==> src/rtl/life_pkg.sv <==
// Shared Life definitions: grid geometry, cell age codes and the display FSM
// state encoding. The rules engine and the LED serialiser both import this.
package life_pkg;

  localparam int unsigned N_ROWS  = 8;
  localparam int unsigned N_COLS  = 8;
  localparam int unsigned N_CELLS = N_ROWS * N_COLS;
  localparam int unsigned GRID_W  = 2 * N_CELLS;
  localparam int unsigned COLOR_W = 24;

  // Cell age codes: alive, then progressively older dead cells
  localparam logic [1:0] CELL_ALIVE = 2'b11;
  localparam logic [1:0] CELL_DEAD1 = 2'b01;
  localparam logic [1:0] CELL_DEAD2 = 2'b10;
  localparam logic [1:0] CELL_DEAD3 = 2'b00;

  typedef enum logic [1:0] {
    ST_IDLE,
    ST_HIGH,
    ST_LOW,
    ST_LATCH
  } disp_state_e;

endpackage

==> src/rtl/grid_display_if.sv <==
// Frame request / status bundle between the sequencer and grid_display.
//   start : request to transmit grid (master -> slave)
//   grid  : 64 cells x 2-bit age code, cell i at grid[2*i +: 2]
//   busy  : frame in progress
//   done  : one-cycle pulse at end of frame (after latch time)
//   dout  : serial LED data line
interface grid_display_if;
  import life_pkg::*;

  logic              start;
  logic [GRID_W-1:0] grid;
  logic              busy;
  logic              done;
  logic              dout;

  modport master (output start, output grid, input busy, input done, input dout);
  modport slave  (input start, input grid, output busy, output done, output dout);
endinterface

==> src/rtl/grid_display_bit_timer.sv <==
// ws_bit_timer: generates one WS2812 bit waveform of T_BIT cycles.
//   clk, reset : clock, synchronous active-high reset
//   go         : start a bit next cycle (may coincide with bit_done)
//   bit_val    : value of the bit started by go
//   dout       : registered line output, high T1H or T0H cycles
//   bit_done   : registered, high during the last cycle of the bit
module ws_bit_timer #(
  parameter int unsigned T0H   = 4,
  parameter int unsigned T1H   = 8,
  parameter int unsigned T_BIT = 15
) (
  input  logic clk,
  input  logic reset,
  input  logic go,
  input  logic bit_val,
  output logic dout,
  output logic bit_done
);

  localparam int unsigned CNT_W = $clog2(T_BIT);

  logic [CNT_W-1:0] cnt;
  logic [CNT_W-1:0] high_len;
  logic             active;
  logic [CNT_W:0]   cnt_inc;

  assign cnt_inc = (CNT_W+1)'(cnt) + (CNT_W+1)'(1);

  // cnt is the index of the current cycle within the bit
  always_ff @(posedge clk) begin
    if (reset) begin
      active   <= 1'b0;
      cnt      <= '0;
      high_len <= '0;
      dout     <= 1'b0;
      bit_done <= 1'b0;
    end else if (go) begin
      active   <= 1'b1;
      cnt      <= '0;
      high_len <= bit_val ? CNT_W'(T1H) : CNT_W'(T0H);
      dout     <= 1'b1;
      bit_done <= 1'b0;
    end else if (active) begin
      if (cnt == CNT_W'(T_BIT - 1)) begin
        active   <= 1'b0;
        dout     <= 1'b0;
        bit_done <= 1'b0;
      end else begin
        cnt      <= CNT_W'(cnt_inc);
        dout     <= cnt_inc < (CNT_W+1)'(high_len);
        bit_done <= (cnt == CNT_W'(T_BIT - 2));
      end
    end else begin
      dout     <= 1'b0;
      bit_done <= 1'b0;
    end
  end

endmodule

==> src/rtl/grid_display.sv <==
// grid_display: snapshots an 8x8 Life grid on start and serialises it to a
// chain of 64 WS2812 LEDs (GRB, MSB first, cell 0 first), then holds the line
// low for the latch time.
//   clk, reset : clock, synchronous active-high reset
//   bus        : grid_display_if slave (start, grid in; busy, done, dout out)
module grid_display
  import life_pkg::*;
#(
  parameter int unsigned         T0H          = 4,
  parameter int unsigned         T1H          = 8,
  parameter int unsigned         T_BIT        = 15,
  parameter int unsigned         RESET_CYCLES = 600,
  parameter logic [COLOR_W-1:0]  COLOR_ALIVE  = 24'h30_00_00,
  parameter logic [COLOR_W-1:0]  COLOR_DEAD1  = 24'h08_08_00,
  parameter logic [COLOR_W-1:0]  COLOR_DEAD2  = 24'h00_00_04,
  parameter logic [COLOR_W-1:0]  COLOR_OFF    = 24'h00_00_00
) (
  input logic           clk,
  input logic           reset,
  grid_display_if.slave bus
);

  localparam int unsigned        PIX_W    = $clog2(N_CELLS);
  localparam int unsigned        LAT_W    = (RESET_CYCLES > 1) ? $clog2(RESET_CYCLES) : 1;
  localparam logic [PIX_W-1:0]   PIX_LAST = PIX_W'(N_CELLS - 1);
  localparam logic [4:0]         BIT_LAST = 5'(COLOR_W - 1);

  function automatic logic [COLOR_W-1:0] color_of(input logic [1:0] code);
    case (code)
      CELL_ALIVE: return COLOR_ALIVE;
      CELL_DEAD1: return COLOR_DEAD1;
      CELL_DEAD2: return COLOR_DEAD2;
      default:    return COLOR_OFF;
    endcase
  endfunction

  disp_state_e        state;
  logic [GRID_W-1:0]  frame_q;
  logic [PIX_W-1:0]   pixel;
  logic [4:0]         bit_idx;
  logic [COLOR_W-1:0] shift_q;
  logic [LAT_W-1:0]   lat_cnt;

  logic [COLOR_W-1:0] shift_nxt;
  logic [COLOR_W-1:0] next_color;
  logic [PIX_W-1:0]   pixel_inc;
  logic               last_bit;
  logic               go;
  logic               bit_done;
  logic               line;

  assign pixel_inc  = PIX_W'(pixel + 1'b1);
  assign next_color = color_of(frame_q[{pixel_inc, 1'b0} +: 2]);
  assign last_bit   = (bit_idx == '0) && (pixel == PIX_LAST);

  // Next shift-register contents and bit launch, so the timer starts the
  // following bit in the same cycle the previous one ends.
  always_comb begin
    shift_nxt = shift_q;
    go        = 1'b0;
    case (state)
      ST_IDLE: begin
        go        = bus.start;
        shift_nxt = color_of(bus.grid[1:0]);
      end
      ST_HIGH, ST_LOW: begin
        if (bit_done) begin
          go        = !last_bit;
          shift_nxt = (bit_idx != '0) ? (shift_q << 1) : next_color;
        end
      end
      default: ;
    endcase
  end

  ws_bit_timer #(
    .T0H  (T0H),
    .T1H  (T1H),
    .T_BIT(T_BIT)
  ) u_bit_timer (
    .clk     (clk),
    .reset   (reset),
    .go      (go),
    .bit_val (shift_nxt[COLOR_W-1]),
    .dout    (line),
    .bit_done(bit_done)
  );

  assign bus.dout = line;

  // Frame / pixel / bit sequencing and latch timing
  always_ff @(posedge clk) begin
    if (reset) begin
      state    <= ST_IDLE;
      frame_q  <= '0;
      pixel    <= '0;
      bit_idx  <= '0;
      shift_q  <= '0;
      lat_cnt  <= '0;
      bus.busy <= 1'b0;
      bus.done <= 1'b0;
    end else begin
      bus.done <= 1'b0;
      case (state)
        ST_IDLE: begin
          if (bus.start) begin
            frame_q  <= bus.grid;
            pixel    <= '0;
            bit_idx  <= BIT_LAST;
            shift_q  <= shift_nxt;
            state    <= ST_HIGH;
            bus.busy <= 1'b1;
          end
        end
        ST_HIGH, ST_LOW: begin
          // HIGH/LOW tracks the line phase one cycle behind the timer
          if (state == ST_HIGH && !line) state <= ST_LOW;
          if (bit_done) begin
            if (bit_idx != '0) begin
              shift_q <= shift_nxt;
              bit_idx <= bit_idx - 5'd1;
              state   <= ST_HIGH;
            end else if (pixel != PIX_LAST) begin
              shift_q <= shift_nxt;
              pixel   <= pixel_inc;
              bit_idx <= BIT_LAST;
              state   <= ST_HIGH;
            end else begin
              lat_cnt <= '0;
              state   <= ST_LATCH;
            end
          end
        end
        ST_LATCH: begin
          if (lat_cnt == LAT_W'(RESET_CYCLES - 1)) begin
            state    <= ST_IDLE;
            bus.busy <= 1'b0;
            bus.done <= 1'b1;
          end else begin
            lat_cnt <= LAT_W'(lat_cnt + 1'b1);
          end
        end
        default: state <= ST_IDLE;
      endcase
    end
  end

endmodule

==> src/flat_wrapper.sv <==
// flat-port wrapper written by rule: the top's interface ports become plain ports
module grid_display_flat import life_pkg::*;
#(
  parameter int unsigned         T0H          = 4,
  parameter int unsigned         T1H          = 8,
  parameter int unsigned         T_BIT        = 15,
  parameter int unsigned         RESET_CYCLES = 600,
  parameter logic [COLOR_W-1:0]  COLOR_ALIVE  = 24'h30_00_00,
  parameter logic [COLOR_W-1:0]  COLOR_DEAD1  = 24'h08_08_00,
  parameter logic [COLOR_W-1:0]  COLOR_DEAD2  = 24'h00_00_04,
  parameter logic [COLOR_W-1:0]  COLOR_OFF    = 24'h00_00_00
)
  (clk, reset, bus_start, bus_grid, bus_busy, bus_done, bus_dout);
  grid_display_if bus_i ();
  input logic clk;
  input logic reset;
  input wire logic [$bits(bus_i.start)-1:0] bus_start;
  input wire logic [$bits(bus_i.grid)-1:0] bus_grid;
  output wire logic [$bits(bus_i.busy)-1:0] bus_busy;
  output wire logic [$bits(bus_i.done)-1:0] bus_done;
  output wire logic [$bits(bus_i.dout)-1:0] bus_dout;
  assign bus_i.start = bus_start;
  assign bus_i.grid = bus_grid;
  assign bus_busy = bus_i.busy;
  assign bus_done = bus_i.done;
  assign bus_dout = bus_i.dout;
  grid_display #(.T0H(T0H), .T1H(T1H), .T_BIT(T_BIT), .RESET_CYCLES(RESET_CYCLES), .COLOR_ALIVE(COLOR_ALIVE), .COLOR_DEAD1(COLOR_DEAD1), .COLOR_DEAD2(COLOR_DEAD2), .COLOR_OFF(COLOR_OFF)) u_core (.clk(clk), .reset(reset), .bus(bus_i));
endmodule
==> config.mk <==
export PLATFORM = sky130hd
export DESIGN_NAME = grid_display_flat
export DESIGN_NICKNAME = d
export VERILOG_FILES = /design/src/rtl/life_pkg.sv /design/src/rtl/grid_display_if.sv /design/src/rtl/grid_display_bit_timer.sv /design/src/rtl/grid_display.sv /design/src/flat_wrapper.sv
export SDC_FILE = /design/constraint.sdc
export NUM_CORES = 1
export LEC_CHECK = 0
export BUFFER_PORTS_ARGS = -buffer_cell sky130_fd_sc_hd__buf_2
export CORE_ASPECT_RATIO = 0.8
export CORE_MARGIN = 2
export CORE_UTILIZATION = 23
export DETAILED_ROUTE_END_ITERATION = 8
export SETUP_SLACK_MARGIN = 0.1
export SLEW_MARGIN = 40
export SYNTH_ARGS = -nofsm -noshare
export SYNTH_HDL_FRONTEND = slang
export SYNTH_SLANG_ARGS = --single-unit
==> constraint.sdc <==
create_clock -name clk -period 3.95 [get_ports clk]
set_input_delay 0.395 -clock clk [delete_from_list [all_inputs] [get_ports clk]]
set_output_delay 0.395 -clock clk [all_outputs]
set_load 0.01 [all_outputs]
==> impl_metrics.csv <==
group,metric,value,unit
run_status,status,"finished clean",
final_layout,syn2layout_area_growth,20.6,%
die,num_io_pins,134,
worst_setup_path,crit_type,"reg -> reg",
worst_setup_path,cp.arrival,3740,ps
synth,syn_avg_cell_area,8.51,um2
worst_setup_path,path_cells,"ha_2 -> mux2_2 -> mux4_1 -> o2111ai_1 -> a2111oi_0 -> a41o_1 -> a2111o_1 -> a211oi_2",
worst_setup_path,startpoint,"u_core.pixel[1]$_SDFFE_PP0P_",
clocking,cts_tree,"yes",
die,dieArea,37300,um2
worst_setup_path,crit_path_top_delay_cell,"ha_2",
timing,worstMarginPinSlew,795,ps
routing,vias_per_cell,4.50,
timing,max_freq,295,MHz
clocking,hold_buffers,0,
placement,io_buffers,133,
synth,synth_area,8220,um2
synth,async_flop_share,0,
worst_setup_path,critical-path-top-delay-family,"compound AO/OA/AOI/OAI gates",
placement,routabilityCongestion,0.776,
clocking,numCtsBuffers,17,
routing,drtPass1Iterations,5,
final_layout,drive_gt1_frac,0.206,
hold_path,hold_path_class,"in -> reg",
die,die_h,173,um
timing,final_max_slew_viol_count,0,
synth,yosys_warnings,0,
routing,route.detailed.drc,0,
timing,setup_viol,0,
routing,routed_wl,23000,um
final_layout,insertedDiodeCount,0,
timing,timing.final.crit_share,0.858,
worst_setup_path,r2r-start,"u_core.pixel[1]$_SDFFE_PP0P_",
pwr,leakage,3.76,nW
worst_setup_path,start_kind,"flip-flop",
clocking,cts_setup_buffers,0,
synth,synth_seq_cells,185,
clocking,cts_resized,0,
worst_setup_path,max_stage_delay,810,ps
worst_setup_path,required,4300,ps
clocking,root_buffer,"clkbuf_16",
global_routing,grt_usage,0.123,
global_routing,grt_pass1_vias,6586,
timing,period_needed,3390,ps
final_layout,nets,1211,
synth,synth-edff-count,0,
worst_setup_path,path_buf_inv,0,
clocking,cts_max_level,4,
synth,synthFlopType,"dfxtp_1",
synth,yosysSeqAreaShare,0.451,
routing,initialDrtViolationCount,515,
die,floorplan.rows,61,
clocking,clkTransAtPathRegs,80,ps
placement,dp_hpwl,16900,um
worst_setup_path,cp-end-kind,"flip-flop",
global_routing,grt_pass1_wl,36400,um
flow_run,cap_violations,0,
synth,synth_cell_types,63,
clocking,cts_buffer_depth,2,
die,die_w,215,um
global_routing,antenna_found_initial,1,
timing,worst_slack,562,ps
synth,synth_fp_nets,1110,
placement,place_ws,571,ps
die,core_area,35000,um2
timing,finalHoldViolations,0,
routing,ant_nets,0,
pwr,p_per_area,494,nW/um2
clocking,cts_sinks,185,
timing,rsz0062_at_grt,"false",
timing,max_slew_margin,0.468,
worst_setup_path,crit_path_max_fanout,23,
global_routing,grt-ovfl-total,0,
synth,netlist_instances,966,
routing,wire_per_inst,14.8,um
routing,vias,6991,
global_routing,grt_max_degree,101,
timing,clock_skew,14.1,ps
pwr,irDropWorstVdd,0.337,mV
hold_path,min_from,"bus_grid[64]",
final_layout,utilization,0.284,
timing,tns,0,ps
clocking,clock_latency,440,ps
die,initial_utilization,0.235,
==> final timing paths <==
| kind | to | slack, ps | depth (start not counted) |
|---|---|---|---|
| hold / removal | u_core.frame_q[64]$_SDFFE_PP0P_ | 180 | 3 |
| setup reg to reg | u_core.shift_q[19]$_SDFFE_PP0P_ | 560 | 8 |
| hold reg to reg | u_core.frame_q[1]$_SDFFE_PP0P_ | 450 | 2 |
| setup / recovery | u_core.shift_q[19]$_SDFFE_PP0P_ | 560 | 8 |
==> where the power goes <==
group | switching, mW | internal (mW) | leakage, nW
Sequential | 0.115 | 2.05 | 1.51
Clock | 0.804 | 0.897 | 0.280
Combinational | 0.627 | 0.411 | 1.97
==> logic make-up (layout without fill, tap and decap cells) <==
logic type,Yosys count,count (layout),synth area share
AND/OR/NAND/NOR,397,397,0.201
AO/OA/AOI/OAI,215,215,0.154
flip-flops,185,185,0.451
buffers and inverters,82,196,0.0414
multiplexers,57,57,0.113
XOR/XNOR,17,17,0.0204
adder cells (fa/ha/maj),13,13,0.0198
==> metrics by stage <==
step	hold WS, ps	area, um2	std cells	power [mW]
floorplan	432	8220	966	2.91
global placement	440	9310	1519	3.21
detailed placement	447	9330	1520	3.24
CTS	164	9910	1552	4.94
global route	178	9910	1552	5.14
finish	184	9910	1552	4.90
==> synthesized netlist by cell type, types with 3 or more instances <==
library cell / number / area [um2]
nand2_1: 281 / 1050
dfxtp_1: 185 / 3700
a21oi_1: 149 / 746
nor2_1: 54 / 203
clkbuf_1: 51 / 191
mux4_2: 25 / 563
mux2i_1: 20 / 200
a22oi_1: 18 / 135
inv_1: 17 / 63.8
ha_1: 13 / 163
nand3_1: 12 / 60.1
o21ai_0: 11 / 55.1
xor2_1: 10 / 87.6
mux2_2: 9 / 101
and2_1: 8 / 50.1
nor2b_1: 8 / 50.1
nand2b_1: 6 / 37.5
xnor2_1: 6 / 52.6
and3_1: 5 / 31.3
buf_2: 5 / 25.0
nor3_1: 5 / 25.0
a31oi_1: 4 / 25.0
buf_4: 4 / 30.0
a211oi_1: 3 / 22.5
buf_1: 3 / 11.3
nand4_1: 3 / 18.8
or3_1: 3 / 18.8
==> placed cells by master (no fill, tap or decap), types with 3 or more instances in the layout <==
cell,count
a211oi_1,3
a21oi_1,149
a22oi_1,18
a31oi_1,4
and2_1,7
and3_1,5
buf_2,132
buf_4,12
clkbuf_16,17
clkinv_4,3
dfxtp_1,184
ha_1,12
inv_1,17
inv_6,4
inv_8,4
mux2_2,9
mux2i_1,20
mux4_2,25
nand2_1,280
nand2b_1,6
nand3_1,12
nand4_1,3
nor2_1,54
nor2b_1,8
nor3_1,5
o21ai_0,11
or3_1,3
xnor2_1,6
xor2_1,10
==> cell type report <==
type / instances / area [um2]
Clock buffer: 18 / 429
Clock inverter: 14 / 151
Fill cell: 3801 / 25000
Inverter: 18 / 67.6
Multi-Input combinational cell: 699 / 4190
Sequential cell: 185 / 3700
Tap cell: 472 / 591
Timing Repair Buffer: 146 / 782
==> routing by layer <==
metal / GRT usage / up-vias / routed length (um)
met5: 0 / - / 0
met4: 0.0391 / 0 / 245
met3: 0.0178 / 17 / 1030
met2: 0.180 / 171 / 9930
met1: 0.184 / 3285 / 11800
li1: - / 3518 / -
==> sequential cells by signal (all words and copies together) (netlist names) <==
name                         count
u_core.bit_idx                   5
u_core.bus.busy                  1
u_core.bus.done                  1
u_core.frame_q                 128
u_core.lat_cnt                  10
u_core.pixel                     6
u_core.shift_q                  23
u_core.state                     2
u_core.u_bit_timer.active        1
u_core.u_bit_timer.bit_done      1
u_core.u_bit_timer.cnt           4
u_core.u_bit_timer.dout          1
u_core.u_bit_timer.high_len      2
==> worst register-to-register path, stage by stage, from the launching register on <==
cell	delay (ps)
dfxtp_1	370
ha_2	810
mux2_2	410
mux4_1	520
o2111ai_1	200
a2111oi_0	80
a41o_1	290
a2111o_1	420
a211oi_2	210
No activity file was read; power rests on OpenSTA's default activity.
